==> config.mk <==
export PLATFORM = sky130hd
export DESIGN_NAME = uart_rx_fsm
export DESIGN_NICKNAME = d
export VERILOG_FILES = /design/src/rtl/uart_rx_fsm.sv
export SDC_FILE = /design/constraint.sdc
export NUM_CORES = 1
export LEC_CHECK = 0
export CORE_MARGIN = 3
export CORE_UTILIZATION = 50
export CTS_BUF_LIST = sky130_fd_sc_hd__clkbuf_4
export CTS_CLUSTER_SIZE = 40
export DETAILED_ROUTE_END_ITERATION = 10
export MAX_ROUTING_LAYER = met4
export PLACE_DENSITY = 0.76
export SETUP_SLACK_MARGIN = 0.3
export SYNTH_ARGS = -nofsm -noshare
export SYNTH_HDL_FRONTEND = slang
export SYNTH_SLANG_ARGS = --single-unit
==> constraint.sdc <==
create_clock -name i_clk -period 2.4 [get_ports i_clk]
set_input_delay 0.72 -clock i_clk [delete_from_list [all_inputs] [get_ports i_clk]]
set_output_delay 0.72 -clock i_clk [all_outputs]
set_load 0.005 [all_outputs]
==> src/rtl/uart_rx_fsm.sv <==
// uart_rx_fsm: 8N1 UART receiver with an internal baud counter.
// The serial line is double-flopped, the start bit is re-checked at
// mid-bit, data bits are sampled LSB-first at mid-bit and the stop bit
// is validated before a byte is handed to the register interface.
module uart_rx_fsm #(
  parameter int CLKS_PER_BIT = 5208,
  parameter int CNT_W        = $clog2(CLKS_PER_BIT)
) (
  input  logic       i_clk,
  input  logic       i_rst,
  input  logic       i_rx,
  input  logic       i_rx_clear,
  output logic [7:0] o_rx_data,
  output logic       o_rx_valid,
  output logic       o_rx_flag,
  output logic       o_frame_error,
  output logic       o_overrun,
  output logic       o_busy
);

  localparam logic [CNT_W-1:0] TC_FULL = CNT_W'(CLKS_PER_BIT - 1);
  localparam logic [CNT_W-1:0] TC_HALF = CNT_W'(CLKS_PER_BIT / 2 - 1);

  typedef enum logic [2:0] {
    IDLE,
    START_CHECK,
    RECEIVE_DATA,
    STOP_BIT,
    WAIT_IDLE
  } state_t;

  state_t           state;
  logic [CNT_W-1:0] cnt;
  logic [2:0]       bit_idx;
  logic [7:0]       shift_reg;
  logic             rx_meta;
  logic             rx_s;

  // Two-flop synchroniser; resets to the idle (high) line level so a
  // reset never looks like a start bit.
  always_ff @(posedge i_clk or posedge i_rst) begin
    if (i_rst) begin
      rx_meta <= 1'b1;
      rx_s    <= 1'b1;
    end else begin
      rx_meta <= i_rx;
      rx_s    <= rx_meta;
    end
  end

  // Receive FSM with baud counter, shifter, strobes and sticky flags.
  always_ff @(posedge i_clk or posedge i_rst) begin
    if (i_rst) begin
      state         <= IDLE;
      cnt           <= '0;
      bit_idx       <= '0;
      shift_reg     <= '0;
      o_rx_data     <= '0;
      o_rx_valid    <= 1'b0;
      o_rx_flag     <= 1'b0;
      o_frame_error <= 1'b0;
      o_overrun     <= 1'b0;
      o_busy        <= 1'b0;
    end else begin
      o_rx_valid    <= 1'b0;
      o_frame_error <= 1'b0;

      if (i_rx_clear) begin
        o_rx_flag <= 1'b0;
        o_overrun <= 1'b0;
      end

      case (state)
        IDLE: begin
          cnt     <= '0;
          bit_idx <= '0;
          if (!rx_s) begin
            state  <= START_CHECK;
            o_busy <= 1'b1;
          end
        end

        START_CHECK: begin
          if (cnt == TC_HALF) begin
            cnt <= '0;
            if (!rx_s) begin
              state   <= RECEIVE_DATA;
              bit_idx <= '0;
            end else begin
              state  <= IDLE;
              o_busy <= 1'b0;
            end
          end else begin
            cnt <= cnt + CNT_W'(1);
          end
        end

        RECEIVE_DATA: begin
          if (cnt == TC_FULL) begin
            cnt                <= '0;
            shift_reg[bit_idx] <= rx_s;
            bit_idx            <= bit_idx + 3'd1;
            if (bit_idx == 3'd7) begin
              state <= STOP_BIT;
            end
          end else begin
            cnt <= cnt + CNT_W'(1);
          end
        end

        STOP_BIT: begin
          if (cnt == TC_FULL) begin
            cnt <= '0;
            if (rx_s) begin
              o_rx_data  <= shift_reg;
              o_rx_valid <= 1'b1;
              o_rx_flag  <= 1'b1;
              if (o_rx_flag && !i_rx_clear) begin
                o_overrun <= 1'b1;
              end
              state  <= IDLE;
              o_busy <= 1'b0;
            end else begin
              o_frame_error <= 1'b1;
              state         <= WAIT_IDLE;
            end
          end else begin
            cnt <= cnt + CNT_W'(1);
          end
        end

        WAIT_IDLE: begin
          cnt <= '0;
          if (rx_s) begin
            state  <= IDLE;
            o_busy <= 1'b0;
          end
        end

        default: begin
          state   <= IDLE;
          cnt     <= '0;
          bit_idx <= '0;
          o_busy  <= 1'b0;
        end
      endcase
    end
  end

endmodule

==> flow_metrics.py, run 1 <==
metrics = {
    "synth": {
        "yosys_warnings": 0,
        "yosysMostFrequentCell": "dfrtp_1",
        "synth_top_area_cell": "dfrtp_1",
        "syn_area_um2": 2010,
        "synthDistinctLibCells": 40,
        "syn_area_per_cell_um2": 11.4,
        "async_reset_ff_frac": 1.00,
        "netlist_top_cells_area": "dfrtp_1, mux2_4, mux2_2",
        "yosys_register_bits": 42,
        "synth_edf_count": 0,
        "ys.flop_type": "dfrtp_1",
        "synth_nets": 183,
        "synth_commonest_cells": "dfrtp_1, nor2_1, xor2_1",
        "ys_seq_area_frac": 0.525,
        "synth_top_area_share": 0.498,
        "netlist_instances": 176,
    },
    "sta": {
        "max_slew_margin": 0.664,
        "grt_setup_unrepaired": "false",
        "worst_pin_slew_ps": 504,
        "fin_skew_ps": 5.37,
        "setup_tns_ps": 0,
        "fin_crit_ps": 1990,
        "slew_viol_final": 0,
        "clock.fmax_mhz": 501,
        "setup_viol": 0,
        "hold_viol_final": 0,
        "fin_crit_sh": 0.831,
        "hold_ws_ps": 362,
    },
    "power": {
        "pwr-share-comb": 0.019,
        "swShare": 0.207,
        "finalPower_mw": 1.18,
        "p_int_mw": 0.933,
        "peakVddDrop_v": 0.000378,
        "power_density_nw_per_um2": 511,
        "clockPowerShare": 0.374,
        "p_leak_nw": 1.02,
        "pwr-share-seq": 0.607,
        "netSwitchingPower_mw": 0.244,
    },
    "outcome": {
        "outcome": "finished, final reports clean",
    },
    "drt": {
        "routed_via_density": 5.71,
        "drc": 0,
        "drt_iter0_drc": 109,
        "post_drt_wl_per_cell_um": 15.0,
        "postRouteAntennaNets": 0,
        "drt_wl_total_mm": 3.67,
        "firstDrtPassIters": 4,
        "vias": 1394,
    },
    "global_route": {
        "grtUsageMet3": 0.0536,
        "grt-ovfl-total": 0,
        "grt_util_met1": 0.245,
        "grt_pass1_wl_mm": 6.57,
        "busiest_layer": "met1",
        "use_met2": 0.242,
        "antenna_found_initial": 0,
        "grt_pass1_vias": 1348,
        "grt_max_degree": 43,
        "grtUsageTotal": 0.177,
    },
    "final_layout": {
        "final_cell_count_no_fill": 244,
        "final_util": 0.611,
        "antenna_cells": 0,
        "nFillCells": 288,
        "area_delta_synth_final_pct": 14.7,
        "largest_reg_flops": 13,
        "nets": 202,
        "drive_gt1_frac": 0.184,
    },
    "min_path": {
        "hold_class": "flop to flop",
        "holdPathStages": 0,
    },
    "critical_path": {
        "critPathMaxStageDelay_ps": 520,
        "worst_ep_required_time_ps": 1680,
        "worstSetupPathDepth": 1,
        "path_cells": "clkdlybuf4s50_1",
        "cp_slowest_cell": "clkdlybuf4s50_1",
        "cp.arrival_ps": 1270,
        "crit_type": "flop to output port",
        "crit_family": "buffers and inverters",
        "cp_max_fo": 2,
        "start_kind": "flop",
        "ff2ff_path_depth": 6,
        "path_buf_inv": 1,
        "end_kind": "output port",
    },
    "floorplan": {
        "io_pins": 17,
        "die-area_um2": 4810,
        "core_area_um2": 3770,
        "start_util": 0.533,
        "num_rows": 22,
        "fp.dieH_um": 69.4,
        "die_w_um": 69.4,
    },
    "clock_tree": {
        "cts_buffers": 5,
        "cts_max_level": 2,
        "clk_pin_slew_worst_paths_ps": 120,
        "cts-root-buf": "clkbuf_4",
        "cts_setup_buffers": 0,
        "cts_hold_buf": 0,
        "clock_sinks": 42,
        "cts_tree": "done",
        "cts_max_path_buffers": 2,
        "insertion_delay_ps": 350,
    },
    "placement": {
        "detailed_place_hpwl_mm": 2.56,
        "portBuffers": 16,
        "gp_congestion": 0.853,
        "placed_cells": 236,
    },
    "flow_run": {
        "cap_violations": 0,
    },
}
==> power by group through the flow <==
stage | registers, mW | logic (mW) | clock network, mW
after floorplan | 0.725 | 0.0143 | 0
after CTS | 0.715 | 0.0233 | 0.452
after global placement | 0.728 | 0.0219 | 0
final | 0.715 | 0.0219 | 0.441
after detailed placement | 0.728 | 0.0231 | 0
after global routing | 0.715 | 0.0257 | 0.489
==> repair_timing <==
action                                 in CTS  in global routing
setup endpoints to repair                   0                  8
endpoints found under the hold margin       0                  0
gates resized for setup                     0                  2
==> stage by stage <==
step	setup WS, ps	cell area, um2
finish	405	2300
global route	304	2300
CTS	345	2290
detailed placement	357	2220
global placement	438	2220
floorplan	502	2010
==> cells by family (layout without fill, tap and decap cells) <==
family / Yosys count / count (layout) / synth area share
AO/OA/AOI/OAI: 15 / 15 / 0.0511
XOR/XNOR: 11 / 11 / 0.0480
adder cells (fa/ha/maj): 3 / 3 / 0.0187
buffers and inverters: 15 / 35 / 0.0343
flip-flops: 42 / 42 / 0.525
multiplexers: 16 / 16 / 0.105
AND/OR/NAND/NOR: 74 / 74 / 0.219
==> area by class of cell <==
type / count / area (um2) / share of cell area
Clock buffer: 5 / 37.5 / 0.0163
Clock inverter: 3 / 40.0 / 0.0174
Inverter: 8 / 35.0 / 0.0152
Multi-Input combinational cell: 119 / 895 / 0.388
Sequential cell: 42 / 1050 / 0.457
Tap cell: 48 / 60.1 / 0.0261
Timing Repair Buffer: 19 / 183 / 0.0793
==> layer usage <==
layer / share of wire / vias up
met5: 0 / -
met4: 0.017 / 0
met3: 0.056 / 5
met2: 0.45 / 39
met1: 0.48 / 682
li1: - / 668
==> path summary, 6_finish.rpt <==
kind / startpoint / to / slack [ps]
max: o_rx_data[4] / o_rx_data[4] / 410
min: rx_meta / rx_s / 360
max reg2reg: cnt[0] / o_rx_data[1] / 410
min reg2reg: rx_meta / rx_s / 360
max in group asynchronous: i_rst / rx_meta / 1250
min in group asynchronous: i_rst / cnt[3] / 780
==> cells in the final DEF (no fill, tap or decap), types with 4 or more instances in the layout <==
| master | Yosys | final |
|---|---|---|
| nor2b_1 | 4 | 4 |
| mux2_4 | 8 | 8 |
| and4_1 | 4 | 4 |
| nand4_1 | 7 | 7 |
| nand3_1 | 8 | 8 |
| clkdlybuf4s50_1 | 0 | 16 |
| nand2_1 | 9 | 9 |
| nor2_1 | 16 | 16 |
| mux2_2 | 8 | 8 |
| xor2_1 | 10 | 10 |
| dfrtp_1 | 40 | 40 |
| inv_1 | 7 | 7 |
| nor3_1 | 7 | 7 |
| clkbuf_4 | 0 | 5 |
(Power assumes the default switching activity.)
==> run 2: changes to the inputs <==
--- a/config.mk
+++ b/config.mk
@@ -11,7 +11,7 @@
 export CTS_CLUSTER_SIZE = 40
 export DETAILED_ROUTE_END_ITERATION = 10
 export MAX_ROUTING_LAYER = met4
-export PLACE_DENSITY = 0.76
+export PLACE_DENSITY = 0.79
 export SETUP_SLACK_MARGIN = 0.3
 export SYNTH_ARGS = -nofsm -noshare
 export SYNTH_HDL_FRONTEND = slang
==> constraint.sdc (replaced) <==
create_clock -name i_clk -period 1.8 [get_ports i_clk]
set_input_delay 0.54 -clock i_clk [delete_from_list [all_inputs] [get_ports i_clk]]
set_output_delay 0.54 -clock i_clk [all_outputs]
set_load 0.005 [all_outputs]
==> run 2 against run 1 <==
Effect of this change:
- the flow now finishes with violations (negative setup slack)
- critical path depth rose by 5
- clock skew rose by 5.9 ps
- non-clock buffer count rose by 33
- core utilization rose by 13 points
- wire length rose by 51%
- total power rose by 49%
- design area rose by 21%
- count of clock-buffer cells in the layout did not move
- global-route usage rose by 6.1 points
- highest routed layer unchanged
==> flow_metrics.py, run 2 (synthesis gave the netlist of run 1 again) <==
metrics = {
    "flow_run": {
        "cap_violations": 0,
    },
    "power": {
        "pwr-share-comb": 0.026,
        "swShare": 0.206,
        "clockPowerShare": 0.435,
        "p_leak_nw": 1.33,
        "finalPower_mw": 1.76,
        "pwr-share-seq": 0.539,
        "netSwitchingPower_mw": 0.362,
        "p_int_mw": 1.40,
        "power_density_nw_per_um2": 632,
        "peakVddDrop_v": 0.000700,
    },
    "floorplan": {
        "die_w_um": 69.4,
        "fp.dieH_um": 69.4,
        "start_util": 0.533,
        "core_area_um2": 3770,
        "die-area_um2": 4810,
        "num_rows": 22,
        "io_pins": 17,
    },
    "final_layout": {
        "drive_gt1_frac": 0.467,
        "design_area_um2": 2780,
        "layout_common_cells": "dfrtp_1, buf_4, mux2_4",
        "largest_reg_flops": 13,
        "area_delta_synth_final_pct": 38.6,
        "final_common_cell": "dfrtp_1",
        "antenna_cells": 0,
        "nets": 235,
    },
    "sta": {
        "slew_viol_final": 0,
        "setup_viol": 29,
        "clock.fmax_mhz": 508,
        "hold_ws_ps": 371,
        "hold_viol_final": 0,
        "max_slew_margin": 0.632,
        "fin_crit_ps": 1970,
        "worst_slack_ps": -170,
        "grt_setup_unrepaired": "true",
        "worst_pin_slew_ps": 547,
        "fin_skew_ps": 11.3,
        "fin_crit_sh": 1.09,
    },
    "drt": {
        "top_layer": "met4",
        "firstDrtPassIters": 4,
        "drc": 0,
        "postRouteAntennaNets": 0,
        "routed_via_density": 5.98,
        "met3_wirelength_um": 289,
        "wl_met2_mm": 2.67,
        "drt_iter0_drc": 123,
        "drt_wl_total_mm": 5.53,
        "wl_met1_mm": 2.32,
        "vias": 1656,
        "post_drt_wl_per_cell_um": 20.0,
    },
    "global_route": {
        "antenna_found_initial": 0,
        "grt_max_degree": 18,
        "grt_pass1_wl_mm": 8.60,
        "grt_pass1_vias": 1658,
        "grt-ovfl-total": 0,
        "grtUsageTotal": 0.238,
    },
    "outcome": {
        "violations": "negative setup slack",
        "outcome": "complete, but fails checks",
    },
    "clock_tree": {
        "cts-root-buf": "clkbuf_4",
        "insertion_delay_ps": 380,
        "cts_buffers": 5,
        "cts_max_level": 2,
        "clk_pin_slew_worst_paths_ps": 130,
        "clock_sinks": 42,
        "cts_max_path_buffers": 2,
        "cts_hold_buf": 0,
        "cts_tree": "done",
    },
    "placement": {
        "pre_cts_ws_ps": -20.8,
        "gp_congestion": 0.876,
        "dpl_cell_area_um2": 2380,
        "portBuffers": 16,
        "detailed_place_hpwl_mm": 3.11,
    },
    "critical_path": {
        "cp_max_fo": 8,
        "crit_type": "flop to flop",
        "path_cells": "ha_2, nor3b_4, nand4_1, or3_4, clkinv_8, mux2_4",
        "critPathMaxStageDelay_ps": 440,
        "worst_ep_required_time_ps": 2070,
        "end_kind": "flop",
        "start_kind": "flop",
        "cp.arrival_ps": 2240,
        "cp_slowest_cell": "or3_4",
    },
    "min_path": {
        "hold_class": "flop to flop",
    },
}
[run 2: cell count changes in the layout (fill, tap and decap cells not counted), sizes merged]
cell,before,now
clkdlybuf4s50,16,3
buf,3,49
inv,7,6
clkinv,3,2
clkinvlp,0,1
bufinv,1,2
[run 2: worst max-delay path, delay by kind of cell, from the launching register on]
family / cells / cell delay, ps
buffers and inverters: 1 / 100
adders and majority gates: 1 / 200
and+or+nand+nor: 3 / 860
muxes: 1 / 310
DFF: 1 / 400
[run 2: per-stage QoR]
step                setup TNS, ps  utilization  instances
floorplan                   -43.0            -        176
global placement                0        0.632        255
detailed placement           -119        0.632        255
CTS                          -103        0.721        276
global route                -4960        0.738        277
finish                      -2500        0.738        277
[run 2: what timing repair did]
item                                    in CTS  in global routing
gates cloned                                 1                  0
endpoints found under the setup margin      49                 42
pin swaps                                   14                  7
resized for setup                           97                 11
setup buffers                               12                  1
[run 2: path summary, 6_finish.rpt]
kind                              start           end  slack, ps  cells after the start
worst max-delay path             cnt[1]  o_rx_data[4]       -170                      6
worst min-delay path            rx_meta          rx_s        370                      0
worst max register to register   cnt[1]  o_rx_data[4]       -170                      6
worst min register to register  rx_meta          rx_s        370                      0
max in group asynchronous         i_rst        cnt[3]        840                      3
min in group asynchronous         i_rst      state[0]        490                      2
[run 2: per-layer routing]
| layer | vias up | track usage |
|---|---|---|
| met5 | - | - |
| met4 | 0 | 0.117 |
| met3 | 27 | 0.0638 |
| met2 | 59 | 0.349 |
| met1 | 839 | 0.307 |
| li1 | 731 | - |
[run 2: power by group through the flow]
stage | combinational, mW | sequential, mW | clock, mW
3_3_place_gp | 0.0415 | 0.966 | 0
3_5_place_dp | 0.0435 | 0.966 | 0
5_1_grt | 0.0503 | 0.950 | 0.817
4_1_cts | 0.0445 | 0.949 | 0.777
6_report | 0.0449 | 0.949 | 0.766
2_1_floorplan | 0.0194 | 0.967 | 0
[run 2: cell type report]
class | instances | area (um2)
Clock inverter | 3 | 68.8
Clock buffer | 5 | 37.5
Timing Repair Buffer | 52 | 400
Tap cell | 48 | 60.1
Sequential cell | 42 | 1050
Fill cell | 218 | 987
Inverter | 8 | 46.3
Multi-Input combinational cell | 119 | 1120
